**src/rtl/fixed_to_float_packer.sv**
```systemverilog
// rtl/fixed_to_float_packer.sv - signed fixed-point to IEEE-754 single packer
//
// Purpose: packs a signed two's-complement fixed-point value (FRAC_BITS
// fractional bits, Q1.30 at default) into an IEEE-754 single-precision float.
// The magnitude is normalised one left shift per cycle, then rounded to
// nearest-even. Valid/ready handshake on both sides, one conversion at a time.
//
// Ports:
//   clk        in   1   system clock, rising edge
//   rst        in   1   asynchronous active-high reset
//   in_valid   in   1   in_data is valid
//   in_ready   out  1   block can accept an input (IDLE only)
//   in_data    in   32  signed fixed-point value
//   out_valid  out  1   out_data holds a packed result
//   out_ready  in   1   consumer accepts out_data
//   out_data   out  32  {sign, exp[7:0], mant[22:0]}
module fixed_to_float_packer #(
  parameter int FRAC_BITS = 30
) (
  input  logic        clk,
  input  logic        rst,
  input  logic        in_valid,
  output logic        in_ready,
  input  logic [31:0] in_data,
  output logic        out_valid,
  input  logic        out_ready,
  output logic [31:0] out_data
);

  // Biased exponent of bit 31 of the magnitude before any shift.
  localparam logic [7:0] EXP_INIT = 8'(127 + (31 - FRAC_BITS));

  typedef enum logic [1:0] {IDLE, NORM, ROUND, HOLD} state_t;

  state_t      r_state;
  state_t      w_next;
  logic [31:0] r_mag;
  logic [7:0]  r_exp;
  logic        r_sign;
  logic [31:0] r_data;

  logic        w_zero;
  logic [31:0] w_abs;
  logic [22:0] w_mant;
  logic        w_guard;
  logic        w_sticky;
  logic        w_round_up;
  logic [23:0] w_mant_inc;
  logic [22:0] w_mant_rnd;
  logic [7:0]  w_exp_rnd;

  assign w_zero = (in_data == 32'd0);
  // Two's-complement negate; 0x80000000 stays 0x80000000, which is the
  // correct unsigned magnitude.
  assign w_abs  = in_data[31] ? (~in_data + 32'd1) : in_data;

  assign w_mant     = r_mag[30:8];
  assign w_guard    = r_mag[7];
  assign w_sticky   = |r_mag[6:0];
  assign w_round_up = w_guard & (w_sticky | w_mant[0]);
  assign w_mant_inc = {1'b0, w_mant} + {23'd0, w_round_up};
  // On carry-out the low 23 bits are already zero, so only exp needs a bump.
  assign w_mant_rnd = w_mant_inc[22:0];
  assign w_exp_rnd  = r_exp + {7'd0, w_mant_inc[23]};

  always_ff @(posedge clk or posedge rst) begin
    if (rst) begin
      r_state <= IDLE;
    end else begin
      r_state <= w_next;
    end
  end

  always_comb begin
    w_next    = r_state;
    in_ready  = 1'b0;
    out_valid = 1'b0;
    case (r_state)
      IDLE: begin
        in_ready = 1'b1;
        // Zero skips normalisation and goes straight to ROUND, which packs
        // it to +0 because mag and exp are cleared on accept.
        if (in_valid) begin
          w_next = w_zero ? ROUND : NORM;
        end
      end
      NORM: begin
        if (r_mag[31]) begin
          w_next = ROUND;
        end
      end
      ROUND: begin
        w_next = HOLD;
      end
      HOLD: begin
        out_valid = 1'b1;
        if (out_ready) begin
          w_next = IDLE;
        end
      end
      default: begin
        w_next = IDLE;
      end
    endcase
  end

  always_ff @(posedge clk or posedge rst) begin
    if (rst) begin
      r_mag  <= 32'd0;
      r_exp  <= 8'd0;
      r_sign <= 1'b0;
      r_data <= 32'd0;
    end else begin
      case (r_state)
        IDLE: begin
          if (in_valid) begin
            r_sign <= in_data[31];
            r_mag  <= w_abs;
            r_exp  <= w_zero ? 8'd0 : EXP_INIT;
          end
        end
        NORM: begin
          if (!r_mag[31]) begin
            r_mag <= r_mag << 1;
            r_exp <= r_exp - 8'd1;
          end
        end
        ROUND: begin
          r_data <= {r_sign, w_exp_rnd, w_mant_rnd};
        end
        default: begin
        end
      endcase
    end
  end

  assign out_data = r_data;

endmodule

```
**config.mk**
```make
export PLATFORM = sky130hd
export DESIGN_NAME = fixed_to_float_packer
export DESIGN_NICKNAME = d
export VERILOG_FILES = /design/src/rtl/fixed_to_float_packer.sv
export SDC_FILE = /design/constraint.sdc
export NUM_CORES = 1
export LEC_CHECK = 0
export ABC_AREA = 1
export BUFFER_PORTS_ARGS = -buffer_cell sky130_fd_sc_hd__buf_2
export CELL_PAD_IN_SITES_DETAIL_PLACEMENT = 2
export CELL_PAD_IN_SITES_GLOBAL_PLACEMENT = 2
export CORE_UTILIZATION = 34
export CTS_BUF_LIST = sky130_fd_sc_hd__clkbuf_16
export DETAILED_ROUTE_END_ITERATION = 6
export PLACE_DENSITY_LB_ADDON = 0.1
export REMOVE_ABC_BUFFERS = 1
export SETUP_SLACK_MARGIN = 0.2
export SYNTH_ARGS = -nofsm -noshare
export SYNTH_HDL_FRONTEND = slang
export SYNTH_SLANG_ARGS = --single-unit
```
**constraint.sdc**
```tcl
create_clock -name clk -period 6.6 [get_ports clk]
set_input_delay 0.33 -clock clk [delete_from_list [all_inputs] [get_ports clk]]
set_output_delay 0.33 -clock clk [all_outputs]
set_load 0.01 [all_outputs]
```
Yosys cells after proc, flatten, opt, wreduce, memory -nomap -nowiden
Index checks and enable logic that the tools add are counted.
- word-level logic and storage cells: 43
- ROM bits: 0
- flip-flop bits (word level): 75
- memories: 0
- output and inout bits: 34
- input port bits: 36
- RAM bits: 0
- bits in latches: 0
- shift operators: 0
- $add $sub $neg: 4
- magnitude comparators: 0
- reductions and logical operators: 8
- multiplexer cells: 15
- div/mod/pow operators: 0
- multiply operators: 0
- eq/ne operators: 7
- bitwise logic cells: 3
- operator list (kind ; count):
    32-bit 2-to-1 mux ; 3
    32-bit one-hot mux with 2 select lines ; 1
    32-bit by 1-bit adder with 32-bit output, second input constant ; 1
    32-bit logical NOT ; 1
    32-bit inverter ; 1
    23-bit by 1-bit adder with 24-bit output ; 1
    8-bit 2-to-1 mux ; 3
    8-bit one-hot mux with 2 select lines ; 1
    8-bit by 1-bit adder with 8-bit output ; 1
    2-bit 2-to-1 mux ; 4
    2-bit != test, second input constant ; 4
    2-bit one-hot mux with 4 select lines ; 1
    8-bit by 1-bit subtractor with 8-bit output, second input constant ; 1
    7-bit OR reduction ; 1
    3-bit AND reduction ; 2
    2-bit == test, second input constant ; 2
    2-bit AND reduction ; 2
    2-bit by 1-bit == test with 1-bit output, second input constant ; 1
    2-bit logical NOT ; 1
    1-bit 2-to-1 mux ; 2
    2-bit nonzero test ; 1
    1-bit AND ; 1
    1-bit OR ; 1

Longest topological paths before layout
Gate-level depths: netlist (run 1).
- depth after elaboration: 5
- depth in mapped cells: 15
- mapped depth without buffers: 15

Worst setup path before layout (run 1)
No wires, ideal clock.
- kind: reg2reg
- start: register r_mag[10]
- end: register r_data[30], in the netlist out_data[30]
- library setup time: 0.123 ns
- cell stages (with the launch flop): 16
- clock period less this slack: 2.156 ns
- buffers on the path: 0
- data required time: 6.477 ns
- slack: 4.444 ns
- arrival: 2.034 ns
- path through: dfrtp_1 > inv_2 > nor3_4 > nand2_4 > nor2_8 > nand2_4 > nor2_4 > nand3_1 > nor2_1 > ha_1 > nand3_1 > nor2_1 > nand2_1 > nor3_1 > xnor2_1 > o21ai_1
- cells in the longest elaborated chain, start to end: 2
- RTL lines (element ; RTL line ; text):
    start, declared ; 37 ; logic [31:0] r_mag;
    start signal, assigned ; 118 ; r_mag <= w_abs;
    start signal, assigned ; 124 ; r_mag <= r_mag << 1;
    23-bit by 1-bit adder with 24-bit output ; 61 ; assign w_mant_inc = {1'b0, w_mant} + {23'd0, w_round_up};
    8-bit by 1-bit adder with 8-bit output ; 64 ; assign w_exp_rnd = r_exp + {7'd0, w_mant_inc[23]};
    end signal, assigned ; 129 ; r_data <= {r_sign, w_exp_rnd, w_mant_rnd};
    end, declared ; 40 ; logic [31:0] r_data;
No other way between the ends.
A chain may end at the register's enable or synchronous reset.

Worst setup path after layout (run 1)
- start: register r_state[1]
- end: register r_exp[6]
- cells in the longest elaborated chain, start to end: 3
- elaborated cells on any way between the ends: 7
- those cells by class: 3 x eq/ne; 1 x mux; 3 x reduce/logical
- RTL lines (element ; RTL line ; text):
    start, declared ; 35 ; state_t r_state;
    start signal, assigned ; 70 ; r_state <= w_next;
    2-bit by 1-bit == test with 1-bit output or 2-bit logical NOT (tied branches) ; 114 ; case (r_state)
    2-bit != test (no line) or 2-bit nonzero test (tied branches) ; -- ;
    3-bit AND reduction (no line) ; -- ;
    end signal, assigned ; 119 ; r_exp <= w_zero ? 8'd0 : EXP_INIT;
    end signal, assigned ; 125 ; r_exp <= r_exp - 8'd1;
    end, declared ; 38 ; logic [7:0] r_exp;
Several ways; a longest one is shown, not always the timed one.

==> results of run 1 <==
## stage by stage
stage | hold WS, ns | worst slack [ns]
floorplan | 0.449 | 4.06
global placement | 0.449 | 3.36
detailed placement | 0.464 | 3.14
CTS | 0.303 | 3.05
global route | 0.327 | 2.79
finish | 0.305 | 3.09
## tightest hold or removal path, delay by kind of cell
kind	cells	cell delay (ns)
buf+inv	3	0.89
## layout make-up
class / instances / area (um^2)
fill: 1764 / 8340
tap: 180 / 225
clock buffer: 9 / 225
inverter: 94 / 354
multi-input combinational: 554 / 2650
timing repair buffer: 72 / 368
clock inverter: 7 / 61.3
sequential: 75 / 1880
## cell usage after synthesis, drive strengths merged
library cell	count	area [um^2]
a21oi	54	270
nand2	213	825
o31ai	1	7.51
nand4	3	18.8
o21ai	36	184
dfrtp	75	1880
inv	89	334
ha	9	113
o221ai	2	17.5
xor2	9	78.8
buf	14	75.1
clkinv	5	20.0
xnor2	2	17.5
o21bai	2	15.0
a31oi	9	56.3
or2	4	25.0
o22ai	4	25.0
nand3	72	365
nor4	1	6.26
nor3	12	71.3
nand3b	2	15.0
clkbuf	7	26.3
a22oi	8	60.1
nor2	111	478
## layer usage
metal | wire length [um] | global-route usage | up-vias
li1 | - | - | 2522
met1 | 8320 | 0.328 | 2586
met2 | 8700 | 0.431 | 82
met3 | 393 | 0.0291 | 14
met4 | 188 | 0.0542 | 0
met5 | 0 | 0 | -
## flip-flops by register name (all words and copies together) (netlist names)
| signal | cells |
|---|---|
| out_data | 32 |
| r_exp | 8 |
| r_mag | 32 |
| r_sign | 1 |
| r_state | 2 |
## worst max path at each step
stage / slack (ns) / to / cells past startpoint
after detailed placement: 3.14 / r_exp[6] / 12
final: 3.09 / r_exp[6] / 12
after floorplan: 4.06 / r_exp[6] / 11
after global routing: 2.79 / r_exp[6] / 12
after CTS: 3.05 / r_exp[6] / 12
after global placement: 3.36 / r_exp[6] / 11
## power groups by stage
| stage | logic [mW] | clock network, mW | registers [mW] |
|---|---|---|---|
| 2_1_floorplan | 0.815 | 0 | 0.880 |
| 3_3_place_gp | 1.19 | 0 | 0.880 |
| 3_5_place_dp | 1.28 | 0 | 0.900 |
| 4_1_cts | 1.32 | 0.499 | 0.902 |
| 5_1_grt | 1.47 | 0.516 | 0.933 |
| 6_report | 1.30 | 0.492 | 0.900 |
## logic make-up (layout without fill, tap and decap cells)
group | count (synthesis) | count (layout)
XOR/XNOR | 11 | 11
adder cells (fa/ha/maj) | 9 | 9
flip-flops | 75 | 75
buffers and inverters | 115 | 182
AO/OA/AOI/OAI | 116 | 116
AND/OR/NAND/NOR | 418 | 418
==> results.sh, run 1 <==
export IMPL_cts_tree="done"
export IMPL_dp_hpwl_um=13400
export IMPL_fp_dieW_um=123
export IMPL_cts_root_buf="clkbuf_16"
export IMPL_rsz0062_at_grt="false"
export IMPL_cts_htree_levels=3
export IMPL_period_needed_ns=3.51
export IMPL_fin_setup_tns_ns=0
export IMPL_cts_sinks=75
export IMPL_cp_slowest_stage_delay_ns=0.80
export IMPL_synth_seq_cells=75
export IMPL_cp_max_fo=39
export IMPL_finalCritPeriodShare=0.532
export IMPL_final_common_cell="nand2_1"
export IMPL_switching_share=0.481
export IMPL_grt_pass1_wl_um=28700
export IMPL_post_cts_buffers=0
export IMPL_p_leak_nw=2.99
export IMPL_core_area_mm2=0.0141
export IMPL_grt_start_max_net_pins=76
export IMPL_hold_buffers=0
export IMPL_drtPass1Iterations=4
export IMPL_area_growth_pct=15.6
export IMPL_synth_xor_area_share=0.0193
export IMPL_final_util=0.409
export IMPL_place_gp_congestion=0.846
export IMPL_arrival_ns=3.75
export IMPL_avgRoutedWirePerCell_um=17.8
export IMPL_route_detailed_drc=0
export IMPL_grt_usage=0.247
export IMPL_port_buffers=69
export IMPL_required_ns=6.83
export IMPL_crit_buf_inv=3
export IMPL_clk_pin_slew_worst_paths_ns=0.07
export IMPL_pwr_share_seq=0.335
export IMPL_nets=851
export IMPL_setup_violations=0
export IMPL_grt_pass1_vias=5447
export IMPL_p_per_area_mw_per_mm2=467
export IMPL_worst_pin_slew_ns=1.09
export IMPL_antenna_found_initial=0
export IMPL_muxShareOfSynthArea=0
export IMPL_combPwrFrac=0.482
export IMPL_placed_cells=975
export IMPL_drive_gt1_frac=0.137
export IMPL_synth_compound_area_frac=0.128
export IMPL_design_area_mm2=0.00576
export IMPL_peakVddDrop_uv=161
export IMPL_synth_cells=744
export IMPL_finalMaxSlewViolations=0
export IMPL_synth_adder_area_share=0.0226
export IMPL_io_pins=70
export IMPL_antenna_cells=0
export IMPL_timing_rr_end="r_exp[6]"
export IMPL_avgSynthCellArea_um2=6.69
export IMPL_die_area_mm2=0.0151
export IMPL_antenna_left=0
export IMPL_synth_seq_area_share=0.377
export IMPL_place_area_mm2=0.00547
export IMPL_ctsResizeCount=0
export IMPL_cap_violations=0
export IMPL_route_vias_total=5204
export IMPL_ys_warn_count=0
export IMPL_vias_per_cell=5.25
export IMPL_clockBufferDepth=2
export IMPL_regToRegStartpoint="r_state[1]"
export IMPL_hold_class="in2async"
export IMPL_drtIter0Drc=207
export IMPL_netlist_area_mm2=0.00498
export IMPL_crit_start="r_state[1]"
export IMPL_die_h_um=123
export IMPL_most_common_layout_cells="207 x nand2_1, 102 x nor2_1, 87 x inv_1, 75 x dfrtp_1, 71 x nand3_1"
export IMPL_worst_setup_path_type="reg2reg"
export IMPL_synth_cell_types=37
export IMPL_clock_latency_ns=0.34
export IMPL_grt_ovfl_total=0
export IMPL_synth_simple_area_share=0.362
export IMPL_max_freq_mhz=285
export IMPL_status="finished, final reports clean"
export IMPL_clkPwrFrac=0.183
export IMPL_finalHoldViolCount=0
export IMPL_crit_path_cell_trace="inv_1 > ha_1 > inv_1 > o21ai_2 > nand2_2 > clkinv_2 > nand2_2 > nor2_2 > nand3_1 > nand2_1 > nand2_1 > nor2_1"
export IMPL_worst_setup_path_start_kind="flop"
export IMPL_initial_utilization=0.353
export IMPL_finalNonFillerCells=991
export IMPL_path_delay_family="buffers and inverters"
export IMPL_slew_headroom=0.274
export IMPL_rows=43
export IMPL_switchingPower_mw=1.29
export IMPL_finalClockSkew_ns=0.0105
export IMPL_synth_top_family_by_area="simple AND/OR/NAND/NOR gates"
export IMPL_reg2reg_depth=12
export IMPL_power_internal_mw=1.40
export IMPL_rrSetupSlack_ns=3.09
export IMPL_cts_buffers=9
export IMPL_finalPower_mw=2.69
export IMPL_wirelength_um=17600
export IMPL_crit_path_top_delay_cell="inv_1"
export IMPL_end_kind="flop"
No activity file was read; power rests on OpenSTA's default activity.
==> inputs of run 2 (changes only) <==
- ABC_AREA: 1 -> 0
- CORE_UTILIZATION: 34 -> 32
- clock period: 6.6 -> 3.05 ns (I/O delays scaled with it)
==> results.sh, run 2 <==
export IMPL_status="finished, final reports clean"
export IMPL_yosysTopAreaCell="dfrtp_1"
export IMPL_power_internal_mw=3.22
export IMPL_rows=43
export IMPL_drive_gt1_frac=0.208
export IMPL_drtIter0Drc=133
export IMPL_p_leak_nw=2.31
export IMPL_netlist_area_mm2=0.00462
export IMPL_finalClockSkew_ns=0.00524
export IMPL_core_area_mm2=0.0140
export IMPL_grt_usage=0.206
export IMPL_place_gp_congestion=0.778
export IMPL_max_freq_mhz=429
export IMPL_die_h_um=122
export IMPL_route_detailed_drc=0
export IMPL_synthArstFlopShare=1.00
export IMPL_grt_pass1_wl_um=23400
export IMPL_clock_latency_ns=0.34
export IMPL_vias_per_cell=5.39
export IMPL_yosysMostFrequentCell="dfrtp_1"
export IMPL_fp_dieW_um=122
export IMPL_combPwrFrac=0.436
export IMPL_drtPass1Iterations=4
export IMPL_rsz0062_at_grt="false"
export IMPL_clockBufferDepth=2
export IMPL_arrival_ns=2.58
export IMPL_cts_tree="done"
export IMPL_worst_setup_path_start_kind="flop"
export IMPL_setup_violations=0
export IMPL_synthTopCellsByCount="75 x dfrtp_1, 55 x nor2_1, 50 x a21oi_1"
export IMPL_met1_usage=0.261
export IMPL_final_util=0.390
export IMPL_grt_start_max_net_pins=51
export IMPL_antenna_found_initial=0
export IMPL_switching_share=0.429
export IMPL_placed_cells=736
export IMPL_synth_ff_type="dfrtp_1"
export IMPL_worst_setup_path_type="reg2reg"
export IMPL_cap_violations=0
export IMPL_synth_top_family_by_area="simple AND/OR/NAND/NOR gates"
export IMPL_synth_edf_count=0
export IMPL_grtUsageMet3=0.0267
export IMPL_synthTopCellsByArea="dfrtp_1 41%, xor2_1 8.5%, a21oi_1 5.4%, nor2_1 4.5%, o21ai_0 3.6%"
export IMPL_synth_top_cell_area_share=0.406
export IMPL_met2_usage=0.361
export IMPL_finalNonFillerCells=753
export IMPL_io_pins=70
export IMPL_synth_seq_cells=75
export IMPL_wirelength_um=14100
export IMPL_nets=613
export IMPL_slew_headroom=0.449
export IMPL_grt_pass1_vias=4364
export IMPL_worst_pin_slew_ns=0.821
export IMPL_route_vias_total=4061
export IMPL_fin_setup_tns_ns=0
export IMPL_grt_ovfl_total=0
export IMPL_synth_xor_area_share=0.106
export IMPL_cts_root_buf="clkbuf_16"
export IMPL_synth_adder_area_share=0.0244
export IMPL_finalHoldViolCount=0
export IMPL_synth_compound_area_frac=0.177
export IMPL_port_buffers=69
export IMPL_avgRoutedWirePerCell_um=18.8
export IMPL_grt_most_used_layer="met2"
export IMPL_clk_pin_slew_worst_paths_ns=0.06
export IMPL_initial_utilization=0.330
export IMPL_end_kind="flop"
export IMPL_peakVddDrop_uv=318
export IMPL_most_common_layout_cells="75 x dfrtp_1, 69 x buf_2, 55 x nor2_1, 50 x a21oi_1, 45 x xor2_1"
export IMPL_avgSynthCellArea_um2=9.11
export IMPL_period_needed_ns=2.33
export IMPL_finalCritPeriodShare=0.765
export IMPL_cts_sinks=75
export IMPL_die_area_mm2=0.0149
export IMPL_hold_class="in2reg"
export IMPL_antenna_cells=0
export IMPL_switchingPower_mw=2.42
export IMPL_dp_hpwl_um=10500
export IMPL_finalMaxSlewViolations=0
export IMPL_required_ns=3.30
export IMPL_synth_cells=507
export IMPL_antenna_left=0
export IMPL_clkPwrFrac=0.204
export IMPL_synth_simple_area_share=0.214
export IMPL_ys_warn_count=0
export IMPL_synth_seq_area_share=0.406
export IMPL_synth_cell_types=59
export IMPL_p_per_area_mw_per_mm2=1030
export IMPL_final_common_cell="dfrtp_1"
export IMPL_muxShareOfSynthArea=0.0255
export IMPL_pwr_share_seq=0.361
export IMPL_area_growth_pct=18.1
export IMPL_cts_htree_levels=3
export IMPL_cp_max_fo=13
export IMPL_cts_buffers=9
## run 2: layout make-up
class / instances / area, um^2
Inverter: 13 / 48.8
Clock inverter: 7 / 93.8
Sequential cell: 75 / 1880
Tap cell: 180 / 225
Timing Repair Buffer: 81 / 463
Multi-Input combinational cell: 388 / 2530
Clock buffer: 9 / 225
Fill cell: 1590 / 8530
## run 2: power by group through the flow
stage / Combinational [mW] / Sequential [mW] / Clock, mW
2_1_floorplan: 1.45 / 1.99 / 0
3_3_place_gp: 2.40 / 2.01 / 0
3_5_place_dp: 2.49 / 2.05 / 0
4_1_cts: 2.52 / 2.04 / 1.18
5_1_grt: 2.77 / 2.12 / 1.21
6_report: 2.46 / 2.03 / 1.15
## run 2: path summary, 6_finish.rpt
path,start,to,slack [ns],depth (start not counted)
max,r_state[0],r_mag[15],0.72,7
min,in_data[0],r_mag[0],0.12,3
max reg2reg,r_state[0],r_mag[15],0.72,7
min reg2reg,out_data[1],out_data[1],0.51,1
max in group asynchronous,rst,out_data[0],1.81,4
min in group asynchronous,rst,out_data[23],0.45,3
## run 2: layer usage
layer  part of all wire  wire (um)
met1               0.46       6470
met2               0.50       7120
met3              0.025        358
met4              0.014        193
met5                  0          0
## run 2: cell families after synthesis
family | count (synthesis)
adder cells (fa/ha/maj) | 9
buffers and inverters | 44
multiplexers | 11
AO/OA/AOI/OAI | 130
AND/OR/NAND/NOR | 182
flip-flops | 75
XOR/XNOR | 56
## run 2: critical path: stages, from the launching register on
cell	delay, ns
dfrtp_1	0.42
inv_1	0.10
ha_1	0.33
mux2_2	0.46
nand2b_1	0.39
buf_4	0.28
nor3_1	0.06
a211oi_1	0.18
## run 2: metrics by stage
| step | worst slack, ns | instance area [um^2] | hold WS [ns] | power [mW] |
|---|---|---|---|---|
| 2_1_floorplan | 0.350 | 4450 | 0.303 | 3.43 |
| 3_3_place_gp | 0.804 | 5130 | 0.267 | 4.42 |
| 3_5_place_dp | 0.729 | 5130 | 0.280 | 4.54 |
| 4_1_cts | 0.698 | 5460 | 0.123 | 5.73 |
| 5_1_grt | 0.510 | 5460 | 0.154 | 6.11 |
| 6_report | 0.718 | 5460 | 0.125 | 5.64 |
## run 2: what timing repair did
action                                 in CTS  in global routing
endpoints found under the hold margin      27                  0
hold buffers                                1                  0
buffers inserted                            0                  0
gates resized for setup                     0                  0
==> inputs of run 3 (changes only) <==
- CORE_UTILIZATION: 32 -> 35
- clock period: 3.05 -> 2.4 ns (I/O delays scaled with it)
==> results.sh, run 3 (synthesized netlist as in run 2, its figures left out) <==
export IMPL_cts_root_buf="clkbuf_16"
export IMPL_drtIter0Drc=185
export IMPL_design_area_mm2=0.00550
export IMPL_placed_cells=740
export IMPL_worst_setup_path_type="reg2reg"
export IMPL_min_to="r_mag[0]"
export IMPL_finalNonFillerCells=757
export IMPL_route_vias_total=4100
export IMPL_crit_path_cell_trace="inv_1 > ha_2 > mux2i_1 > a21oi_2 > buf_4 > and3_1 > a21oi_1 > o21ai_0"
export IMPL_finalPower_mw=7.06
export IMPL_place_ws_ns=0.206
export IMPL_grt_pass1_vias=4364
export IMPL_grt_ovfl_total=0
export IMPL_finalMaxSlewViolations=0
export IMPL_port_buffers=69
export IMPL_grt_pass1_wl_um=23400
export IMPL_finalCritPeriodShare=0.887
export IMPL_rsz0062_at_grt="true"
export IMPL_cp_slowest_stage_delay_ns=0.41
export IMPL_fillers=1473
export IMPL_die_h_um=117
export IMPL_cts_tree="done"
export IMPL_end_kind="flop"
export IMPL_cp_max_fo=15
export IMPL_most_common_layout_cells="72 x dfrtp_1, 69 x buf_2, 54 x nor2_1, 49 x a21oi_1, 45 x xor2_1"
export IMPL_rows=41
export IMPL_io_pins=70
export IMPL_die_area_mm2=0.0137
export IMPL_clock_latency_ns=0.33
export IMPL_antenna_left=0
export IMPL_worst_pin_slew_ns=0.760
export IMPL_rrSetupSlack_ns=0.27
export IMPL_place_area_mm2=0.00520
export IMPL_slew_headroom=0.492
export IMPL_area_growth_pct=18.9
export IMPL_max_freq_mhz=470
export IMPL_peakVddDrop_uv=401
export IMPL_finalClockSkew_ns=0.00572
export IMPL_drive_gt1_frac=0.238
export IMPL_cts_htree_levels=3
export IMPL_core_area_mm2=0.0127
export IMPL_timing_rr_end="r_mag[24]"
export IMPL_p_leak_nw=2.33
export IMPL_cap_violations=0
export IMPL_antenna_found_initial=0
export IMPL_final_common_cell="dfrtp_1"
export IMPL_cts_sinks=75
export IMPL_dp_hpwl_um=10800
export IMPL_fin_hold_ws_ns=0.107
export IMPL_status="finished, final reports clean"
export IMPL_route_detailed_drc=0
export IMPL_worst_setup_path_start_kind="flop"
export IMPL_hold_class="in2reg"
export IMPL_fp_dieW_um=117
export IMPL_p_per_area_mw_per_mm2=1280
export IMPL_cts_buffers=9
export IMPL_period_needed_ns=2.13
export IMPL_antenna_cells=0
export IMPL_min_from="in_data[0]"
export IMPL_required_ns=2.60
export IMPL_regToRegStartpoint="r_state[1]"
export IMPL_arrival_ns=2.33
export IMPL_whs_path_depth=3
export IMPL_drtPass1Iterations=4
export IMPL_clk_pin_slew_worst_paths_ns=0.06
export IMPL_avgRoutedWirePerCell_um=19.0
export IMPL_grt_start_max_net_pins=43
export IMPL_layout_setup_ws_ns=0.272
export IMPL_initial_utilization=0.363
export IMPL_nets=626
export IMPL_wirelength_um=14400
export IMPL_finalHoldViolCount=0
export IMPL_fin_setup_tns_ns=0
export IMPL_clockBufferDepth=2
export IMPL_crit_path_top_delay_cell="dfrtp_1"
export IMPL_grt_usage=0.225
export IMPL_setup_violations=0
export IMPL_vias_per_cell=5.42
export IMPL_final_util=0.432
export IMPL_place_gp_congestion=0.739
export IMPL_reg2reg_depth=8
run 3: where the power goes:
group          switching, mW  total, mW  internal (mW)  leakage [nW]
Clock                  0.529       1.21          0.685         0.124
Sequential             0.681       2.59           1.91         0.886
Combinational           1.91       3.26           1.34          1.32
run 3: final cells by class:
| cell class | count | area (um^2) | area share |
|---|---|---|---|
| Clock inverter | 6 | 33.8 | 0.00615 |
| Tap cell | 172 | 215 | 0.0392 |
| Multi-Input combinational cell | 388 | 2540 | 0.463 |
| Clock buffer | 9 | 225 | 0.0410 |
| Inverter | 13 | 48.8 | 0.00888 |
| Timing Repair Buffer | 94 | 548 | 0.0997 |
| Sequential cell | 75 | 1880 | 0.342 |
run 3: worst max path at each step:
stage / end / cells after the start / startpoint
after floorplan: r_exp[5] / 7 / r_state[1]
after global placement: r_mag[15] / 7 / r_state[0]
after detailed placement: r_mag[24] / 8 / r_state[1]
after CTS: r_mag[24] / 8 / r_state[1]
after global routing: r_mag[25] / 8 / r_state[1]
final: r_mag[24] / 8 / r_state[1]
run 3: worst max-delay path: cells and delay by family (launching register included):
| kind | cells | cell delay [ns] |
|---|---|---|
| flops | 1 | 0.41 |
| fa+ha+maj | 1 | 0.29 |
| mux | 1 | 0.34 |
| simple gates | 1 | 0.19 |
| compound gates | 3 | 0.39 |
| buf+inv | 2 | 0.36 |
run 3: repair_timing:
item / 4_1_cts / 5_1_grt
hold buffers: 1 / 0
endpoints found under the hold margin: 33 / 0
setup endpoints to repair: 7 / 21
setup buffers: 0 / 1
cloned: 0 / 0
gates resized for setup: 3 / 6
pin swaps: 0 / 1
run 3: per-layer routing:
metal / track usage / routed length [um]
met1: 0.287 / 6690
met2: 0.400 / 7150
met3: 0.0299 / 358
met4: 0.0650 / 159
met5: 0 / 0
